### src/rtl/red_arb.sv
// red_arb: round-robin arbitration of NREQ requesters onto one shared 128-to-64 Goldilocks reducer.
// Optional RED_ARB_STATS_EN adds per-requester transfer counters and a stall-cycle counter.
module red_arb #(
  parameter int NREQ = 4,
  parameter int LAT  = 6
) (
  input  logic                     clk_i,
  input  logic                     rst_i,
  input  logic [NREQ-1:0]          req_valid_i,
  input  logic [NREQ*128-1:0]      req_data_i,
  output logic [NREQ-1:0]          req_ready_o,
  output logic [127:0]             red_p_o,
  output logic                     red_ce_o,
  input  logic [63:0]              red_r_i,
  output logic                     out_valid_o,
  input  logic                     out_ready_i,
  output logic [63:0]              out_data_o,
`ifdef RED_ARB_STATS_EN
  output logic [NREQ*32-1:0]       stats_acc_o,
  output logic [31:0]              stats_stall_o,
`endif
  output logic [$clog2(NREQ)-1:0]  out_id_o
);
  localparam int IW = $clog2(NREQ);
  logic any, xfer;
  logic [IW-1:0] g, idx, rr_q;
  logic [LAT-1:0] tv_q;
  logic [LAT-1:0][IW-1:0] tid_q;
  logic [NREQ-1:0][127:0] rd;
  logic [127:0] p_q;
  assign rd = req_data_i;
  // walk downward so the index closest to rr_q is the last (winning) assignment
  always_comb begin
    g = rr_q;
    idx = rr_q;
    any = 1'b0;
    for (int k = NREQ - 1; k >= 0; k--) begin
      idx = IW'((int'(rr_q) + k) % NREQ);
      if (req_valid_i[idx]) begin
        g = idx;
        any = 1'b1;
      end
    end
  end
  assign out_valid_o = tv_q[LAT-1];
  assign out_id_o    = tid_q[LAT-1];
  assign out_data_o  = red_r_i;
  assign red_ce_o    = ~(out_valid_o & ~out_ready_i);
  // ready is gated by rst_i directly so nothing is accepted while reset is held
  assign xfer        = any & red_ce_o & ~rst_i;
  assign req_ready_o = xfer ? (NREQ'(1) << g) : '0;
  assign red_p_o     = any ? rd[g] : p_q;
  always_ff @(posedge clk_i or posedge rst_i)
    if (rst_i) begin
      tv_q  <= '0;
      tid_q <= '0;
      rr_q  <= '0;
      p_q   <= '0;
    end else begin
      if (any) p_q <= rd[g];
      if (red_ce_o) begin
        tv_q  <= LAT'({tv_q, xfer});
        tid_q <= (LAT*IW)'({tid_q, g});
        if (xfer) rr_q <= (g == IW'(NREQ - 1)) ? '0 : g + 1'b1;
      end
    end
`ifdef RED_ARB_STATS_EN
  logic [NREQ-1:0][31:0] acc_q;
  assign stats_acc_o = acc_q;
  always_ff @(posedge clk_i or posedge rst_i)
    if (rst_i) begin
      acc_q         <= '0;
      stats_stall_o <= '0;
    end else begin
      if (!red_ce_o) stats_stall_o <= stats_stall_o + 1'b1;
      if (xfer) acc_q[g] <= acc_q[g] + 1'b1;
    end
`endif
endmodule

### config.mk
export PLATFORM = sky130hd
export DESIGN_NAME = red_arb
export DESIGN_NICKNAME = d
export VERILOG_FILES = /design/src/rtl/red_arb.sv
export SDC_FILE = /design/constraint.sdc
export NUM_CORES = 1
export LEC_CHECK = 0
export BUFFER_PORTS_ARGS = -buffer_cell sky130_fd_sc_hd__buf_4
export CORE_AREA = 5 5 300 302
export CTS_BUF_LIST = sky130_fd_sc_hd__clkbuf_8
export CTS_CLUSTER_SIZE = 16
export DETAILED_ROUTE_END_ITERATION = 8
export DIE_AREA = 0 0 305 307
export PLACE_DENSITY_LB_ADDON = 0.25
export SYNTH_ARGS = -nofsm -noshare
export SYNTH_HDL_FRONTEND = slang
export SYNTH_SLANG_ARGS = --single-unit
### constraint.sdc
create_clock -name clk_i -period 10.28 [get_ports clk_i]
set_input_delay 1.028 -clock clk_i [delete_from_list [all_inputs] [get_ports clk_i]]
set_output_delay 1.028 -clock clk_i [all_outputs]
set_load 0.02 [all_outputs]
-- Word-level counts from Yosys, hierarchy flattened
Cells that the tools add are included.
- $lt $le $gt $ge: 5
- shift-type cells: 1
- equality and inequality tests: 1
- reductions and logical operators: 1
- $add $sub $neg: 4
- mux-type cells: 21
- bitwise operators: 6
- operators with widths (kind ; count):
    binary-select mux 128 bit (select 2 bit) ; 1
    two-way mux 128 bit ; 2
    < comparator 2 x 3 -> 1 bit, second input constant ; 5
    two-way mux 2 bit ; 5
    binary-select mux 1 bit (select 2 bit) ; 4
    two-way mux 1 bit ; 8
    adder 2 x 1 -> 2 bit, second input constant ; 2
    adder 2 bit, second input constant ; 2
    two-way mux 4 bit ; 1
    left shift 1 x 2 -> 4 bit, first input constant ; 1
    AND 1 bit ; 3
    inverter 1 bit ; 3
    == test 2 bit, second input constant ; 1
    AND reduction 2 bit ; 1
- input bits: 583
- output and inout port bits: 200
- logic and storage cells: 48
- register bits after elaboration: 148

-- Logic depth before layout (Yosys ltp)
Gate-level depths: netlist (run 1).
- depth after elaboration: 10
- gate-level depth with buffers: 9
- depth with buffers taken out: 7

-- Least setup slack after synthesis (run 1)
Ideal clock, no wire load.
- kind: input to output
- start point: input rst_i
- end point: output req_ready_o[0]
- cell stages on the path: 4
- data required time: 9.252 ns
- slack: 4.208 ns
- arrival time: 5.044 ns
- buffers on the path: 1
- cell sequence: inv_1 -> and3_1 -> clkbuf_1 -> and2_1
- word-level cells in the longest chain between the ends: 3
- RTL lines (element ; RTL line ; RTL):
    start: declaration ; 8 ; input logic rst_i,
    inverter 1 bit ; 50 ; assign xfer = any & red_ce_o & ~rst_i;
    AND 1 bit ; 50 ;
    two-way mux 4 bit ; 51 ; assign req_ready_o = xfer ? (NREQ'(1) << g) : '0;
    end: declaration ; 11 ; output logic [NREQ-1:0] req_ready_o,
Every way passes these cells.

-- Final worst setup path (run 1)
- start point: input req_valid_i[3]
- end point: output red_p_o[49]
- word-level cells in the longest chain between the ends: 9
- elaborated cells on any way between the ends: 19
- RTL lines (element ; RTL line ; RTL):
    start: declaration ; 9 ; input logic [NREQ-1:0] req_valid_i,
    binary-select mux 1 bit (select 2 bit) ; 39 ; if (req_valid_i[idx]) begin
    two-way mux 1 bit (not written as such) ; 39 ;
    two-way mux 2 bit (3 in a row) ; 39 ;
    two-way mux 2 bit (*) ; 39 ;
    net g[0] ; 26 ; logic [IW-1:0] g, idx, rr_q;
    binary-select mux 128 bit (select 2 bit) (*) ; 52 ; assign red_p_o = any ? rd[g] : p_q;
    two-way mux 128 bit (not written as such) (*) ; 52 ;
    two-way mux 128 bit (*) ; -- ;
    end: declaration ; 12 ; output logic [127:0] red_p_o,
Mark *: on every way through the listed nets, which the timed path passes. The rest lies on a longest branch. The select of a mux whose other input is x is not followed.

==> summary.txt, run 1 <==
Cells and area
  • Post-route insts no fill: 2882
  • Fillcell total: 9840
  • Nets: 2287
  • Area grow syn2layout: 56.7%
  • Reg area: 0.00370 mm^2
  • Multi-input gate area: 0.00533 mm^2
  • Share of cells above drive strength 1: 42.1%

Placed design
  • Number of port buffers: 654
  • RD Place Congestion: 0.795
  • Placed cell count: 2846
  • Detail Placement HPWL: 43.3 mm

Critical path
  • Critical path class: in -> out
  • CP max FO: 135
  • R2r startpoint: rr_q[1]
  • Critical Path, Cell by Cell: buf_4 -> o22ai_1 -> and2_4 -> a211oi_4 -> inv_8 -> buf_12 -> a211oi_1 -> a211oi_1 -> buf_4
  • CP arrival: 4490 ps
  • CP max stage cell: and2_4
  • CP startpoint: req_valid_i[3]
  • Critical Path End: red_p_o[49]
  • WP data required: 9250 ps
  • Max stage delay on crit path: 710 ps
  • Kind of end point of the critical path: primary output
  • R2r endpoint: p_q[49]
  • Crit path launch type: primary input
  • Flop-to-flop setup slack: 6470 ps
  • R2R depth: 7

Clock network
  • CTS Buf Count: 17
  • CTS tree: built
  • Post CTS Setup Buffer Count: 0
  • Clk_lat worst skew: 570 ps
  • CTS Buffer Depth: 2
  • Clock sink count: 148
  • Post_cts resized: 0
  • Reg clk slew, reported paths: 100 ps
  • Post-CTS Hold Buffers: 0
  • H-tree depth: 4
  • Clk root buf: clkbuf_8

Synth
  • Seq cells post-synth: 148
  • Share of the synthesized area in the top cell type: 35.1%
  • Post-synthesis sequential area ratio: 35.1%
  • Leading area contributor after synthesis: dfrtp_1
  • Synth Area in Compound Gates: 30.0%
  • Post-synthesis adder-cell area fraction: 0.475%
  • Syn Nets: 1790
  • Post-Synth XOR/XNOR Area: 0%
  • Avg Inst Size Synth: 8.77 um^2
  • Count leader, synth: a211oi_1
  • Mux cell area share after synthesis: 12.3%
  • Post-Synth Simple-Gate Area: 7.20%
  • EDFF count, synth: 0
  • Post-synth ARST share: 100%
  • Post-synth top flop: dfrtp_1
  • Netlist cell types: 35
  • Synth area leaders: dfrtp_1, a211oi_1, mux2i_1, a2111oi_0, buf_4
  • Syn. warnings: 0
  • Largest family of logic cells by synthesized area: compound AO/OA/AOI/OAI gates
  • Synth Cell Area: 0.0105 mm^2
  • Post-synth top cells: a211oi_1, dfrtp_1, inv_1
  • Cells after synthesis: 1203

Outcome
  • Outcome: completed

GRT
  • Gr usage total: 11.9%
  • Antenna violations before repair: 6
  • Vias in the first global route: 12300
  • GR Overflow Total: 0
  • Global-route wire length before repair: 83.8 mm
  • Largest net degree at the start of global routing: 136

Floorplan
  • Starting Density: 12.1%
  • Die height: 307 um
  • Io pins: 783
  • Die width: 305 um
  • Row count: 109
  • Die ar.: 0.0936 mm^2
  • Core box area: 0.0874 mm^2

Drt
  • Number of remaining DRC errors: 0
  • Final ANT Viol Nets: 0
  • Routed length per instance: 20.4 um
  • Vias per inst: 4.02
  • Pre-Repair DR Iteration Count: 4
  • Final WL: 58.7 mm
  • Iter 0 DRT Violations: 574
  • DR vias: 11600

Timing
  • RSZ-0062 raised after global routing: false
  • Max-slew headroom: 17.3%
  • Clock Skews: 18.0 ps
  • Setup violations, final: 0
  • Slew Limit Fails: 0
  • Fin crit share: 53.7%
  • Max Clk Rate: 0.181 GHz
  • Setup TNS Final: 0 ps
  • Tmin final: 5520 ps
  • Number of hold violations in the final report: 0
  • Slew @ Worst Pin: 1240 ps

Power and ir drop
  • VDD IR max: 0.167 mV
  • Leakage power: 7.52 nW
  • PwrDens: 231 mW/mm^2

Job
  • MaxCap Viol Count: 0

Hold path
  • Hold WC Path Type: in -> async
==> through the flow <==
stage | power [W] | cell area [um^2] | util, % | setup WS [ps] | hold WS, ps
floorplan | 0.00237 | 10500 | - | 4210 | 430
global placement | 0.00330 | 16100 | 18.4 | 4920 | 447
detailed placement | 0.00332 | 16100 | 18.4 | 4790 | 455
CTS | 0.00390 | 16500 | 18.9 | 4690 | 294
global route | 0.00405 | 16500 | 18.9 | 4540 | 355
finish | 0.00381 | 16500 | 18.9 | 4760 | 410
==> worst max-delay path: cells and delay by family <==
kind | cells | cell delay, ps
compound gates | 4 | 1090
buf+inv | 4 | 1120
simple gates | 1 | 710
==> layout by cell type, fill, tap and decap left out, types with 4 or more instances in the layout <==
master,count
a2111oi_0,127
a211oi_1,254
and2_1,4
buf_4,674
clkbuf_8,18
dfrtp_1,148
diode_2,4
ha_1,4
inv_1,131
mux2i_1,128
nand2_1,47
nor2_1,130
==> registers in the layout, summed over array words and instances, names as in the netlist <==
| register | flops |
|---|---|
| p_q | 128 |
| tid_q | 10 |
| tv_q | 6 |
| out_id_o | 2 |
| rr_q | 2 |
==> metal layers <==
metal | vias up | GRT usage, % | part of all wire, %
li1 | 5387 | - | -
met3 | 102 | 3.79 | 6.8
met4 | 4 | 5.59 | 3.9
met1 | 5640 | 13.7 | 40
met2 | 460 | 20.0 | 49
met5 | - | 0 | 0.046
==> final cells by class <==
class                      count  area share (%)
multi-input combinational    723            32.2
timing repair buffer         675            30.7
sequential                   148            22.4
tap                         1165            8.82
inverter                     135            3.16
clock buffer                  18            1.50
clock inverter                14            1.08
antenna                        4          0.0606
==> logic make-up (layout without fill, tap and decap cells) <==
kind of cell / Yosys count / after routing
other: 0 / 4
buffers and inverters: 332 / 842
AO/OA/AOI/OAI: 398 / 398
adder cells (fa/ha/maj): 4 / 4
multiplexers: 129 / 129
flip-flops: 148 / 148
AND/OR/NAND/NOR: 192 / 192
==> worst min-delay path by stage <==
stage | end | slack, ps
after detailed placement | tid_q[4] | 450
after CTS | p_q[76] | 290
final | p_q[76] | 410
after floorplan | tv_q[4] | 430
after global routing | p_q[76] | 360
after global placement | tv_q[4] | 450
==> report_power, final <==
part,switching (W),total (W),internal [W],leakage (nW)
clock,0.000289,0.000538,0.000249,0.208
combinational,0.00142,0.00231,0.000890,5.62
sequential,0.0000944,0.000963,0.000868,1.69
Power figures use the tool's default switching activity.
==> run 2, diff against run 1 <==
- clock period: 10.28 -> 4.7 ns (I/O delays scaled with it)
==> run 2 against run 1 <==
Non-clock buffer count up 28. Cell area grew 2.1%. Utilization up 0.40 points. Global-route usage rose by 0.23 points. Clock skew is 8.5 ps lower. Routed wire length grew 0.37%. Combinational power is 130% higher. Count of clock-buffer cells in the layout rose by 5. Register-to-register slack worse by 4600 ps. Critical endpoint is now red_p_o[24]. Largest cell class is now buffers. Highest routed layer unchanged.
==> summary.txt, run 2 (synthesized netlist as in run 1, its figures left out) <==
Clock network
  • Post-CTS Hold Buffers: 0 (unchanged)
  • H-tree depth: 4 (unchanged)
  • Reg clk slew, reported paths: 90 ps (about the same)
  • CTS Buf Count: 17 (unchanged)
  • CTS Buffer Depth: 2 (unchanged)
  • Post CTS Setup Buffer Count: 0 (unchanged)
  • Clk root buf: clkbuf_8
  • CTS tree: built
  • Post_cts resized: 0 (unchanged)
  • Clock sink count: 148 (unchanged)
  • Clk_lat worst skew: 590 ps (+20 ps)

Cells and area
  • Largest Register: p_q
  • Most frequent cells in the layout: buf_4, a211oi_1, dfrtp_1, inv_1, nor2_1
  • Top Registers: p_q: 128 flops, tid_q: 10 flops, tv_q: 6 flops
  • Fillcell total: 9886 (+0.47%)
  • Final core occ: 19.3% (+0.40 points)
  • Area grow syn2layout: 60.0%
  • Nets: 2315 (+1.2%)
  • Share of cells above drive strength 1: 42.9% (+0.82 points)
  • Max reg flops: 128 (unchanged)
  • Most common cell after layout, fill and taps aside: buf_4

Floorplan
  • Starting Density: 12.1% (unchanged)
  • Core box area: 0.0874 mm^2 (unchanged)
  • Die height: 307 um (unchanged)
  • Die width: 305 um (unchanged)
  • Io pins: 783 (unchanged)
  • Die ar.: 0.0936 mm^2 (unchanged)
  • Row count: 109 (unchanged)

Drt
  • Routed length per instance: 20.2 um (-0.60%)
  • Number of remaining DRC errors: 0 (unchanged)
  • DR vias: 11700 (+1.3%)
  • Pre-Repair DR Iteration Count: 4 (unchanged)
  • Vias per inst: 4.04 (+0.32%)
  • Final WL: 58.9 mm (+0.37%)
  • Final ANT Viol Nets: 0 (unchanged)
  • Iter 0 DRT Violations: 558 (-2.8%)

Critical path
  • WP data required: 4230 ps (-5020 ps)
  • R2r startpoint: rr_q[1]
  • Critical path class: reg -> out
  • CP arrival: 3500 ps (-990 ps)
  • R2R depth: 7 (unchanged)
  • CP max FO: 60 (-56%)
  • Kind of end point of the critical path: primary output
  • R2r endpoint: p_q[24]
  • Flop-to-flop setup slack: 1840 ps (-4630 ps)
  • Crit path launch type: register

Timing
  • Clock Skews: 9.52 ps (-8.48 ps)
  • Max Clk Rate: 0.252 GHz
  • Fin crit share: 84.4%
  • Number of hold violations in the final report: 0 (unchanged)
  • Setup violations, final: 0 (unchanged)
  • Slew @ Worst Pin: 843 ps (-397 ps)
  • Tmin final: 3970 ps
  • Final WS setup: 733 ps (-4030 ps)
  • Slew Limit Fails: 0 (unchanged)
  • Hold WS: 120 ps (-290 ps)
  • RSZ-0062 raised after global routing: false
  • Max-slew headroom: 42.4% (+25 points)
  • Setup TNS Final: 0 ps (unchanged)

Placed design
  • Number of port buffers: 654 (unchanged)
  • RD Place Congestion: 0.809 (+1.7%)
  • Detail Placement HPWL: 43.4 mm (+0.17%)
  • Pre-CTS WS: 1210 ps (-3580 ps)

GRT
  • Global-route wire length before repair: 85.6 mm (+2.1%)
  • GR Overflow Total: 0 (unchanged)
  • Antenna violations before repair: 9 (+3)
  • Largest net degree at the start of global routing: 129 (-5.1%)
  • Vias in the first global route: 12900 (+4.4%)
  • Gr usage total: 12.1% (+0.23 points)

Power and ir drop
  • VDD IR max: 0.404 mV (+140%)
  • Leakage power: 7.71 nW (+2.5%)
  • PwrDens: 510 mW/mm^2 (+120%)
  • Total power: 0.00861 W (+130%)

Job
  • MaxCap Viol Count: 0 (unchanged)

Hold path
  • Hold WC Path Type: in -> async

Outcome
  • Outcome: completed
-- run 2: changes by cell type in the layout (fill, tap and decap cells not counted), sizes merged --
cell and delta:
clkinv -4, inv -2, clkinvlp +1, clkbuf +5, buf +28
-- run 2: worst max path at each step --
stage                           to            from  depth (start not counted)  slack (ps)
global route           red_p_o[10]         rr_q[0]                          7         450
CTS                    red_p_o[10]         rr_q[0]                          7         590
detailed placement     red_p_o[10]  req_valid_i[2]                          8        1210
floorplan           req_ready_o[0]           rst_i                          4         800
global placement       red_p_o[24]  req_valid_i[2]                          9        1270
finish                 red_p_o[24]         rr_q[1]                          8         730
-- run 2: power breakdown --
| group | leakage [nW] | switching [W] | total (W) | internal (W) |
|---|---|---|---|---|
| registers | 1.69 | 0.000195 | 0.00209 | 0.00190 |
| clock network | 0.223 | 0.000609 | 0.00121 | 0.000605 |
| logic | 5.79 | 0.00320 | 0.00531 | 0.00211 |
-- run 2: metrics by stage --
step | instances | instance area (um^2)
floorplan | 1203 | 10600
global placement | 2874 | 16400
detailed placement | 2874 | 16400
CTS | 2906 | 16900
global route | 2908 | 16900
finish | 2910 | 16900
-- run 2: layout make-up --
class / instances / area (um^2) / share of cell area, %
timing repair buffer: 703 / 5420 / 32.1
multi-input combinational: 723 / 5330 / 31.6
sequential: 148 / 3700 / 21.9
tap: 1165 / 1460 / 8.64
inverter: 135 / 520 / 3.08
clock buffer: 23 / 317 / 1.88
clock inverter: 9 / 125 / 0.741
antenna: 4 / 10.0 / 0.0593
-- run 2: critical path: stages (launching register included) --
cell	delay, ps
dfrtp_1	540
o22ai_1	120
and2_4	270
a211oi_4	380
inv_8	280
buf_12	310
a211oi_1	540
a211oi_1	140
buf_4	200
-- run 2: metal layers --
metal	track usage, %	up-vias	share of wire, %
met5	0	-	0.070
li1	-	5450	-
met4	4.03	6	2.7
met1	14.3	5751	41
met2	20.6	449	50
met3	4.17	87	6.9
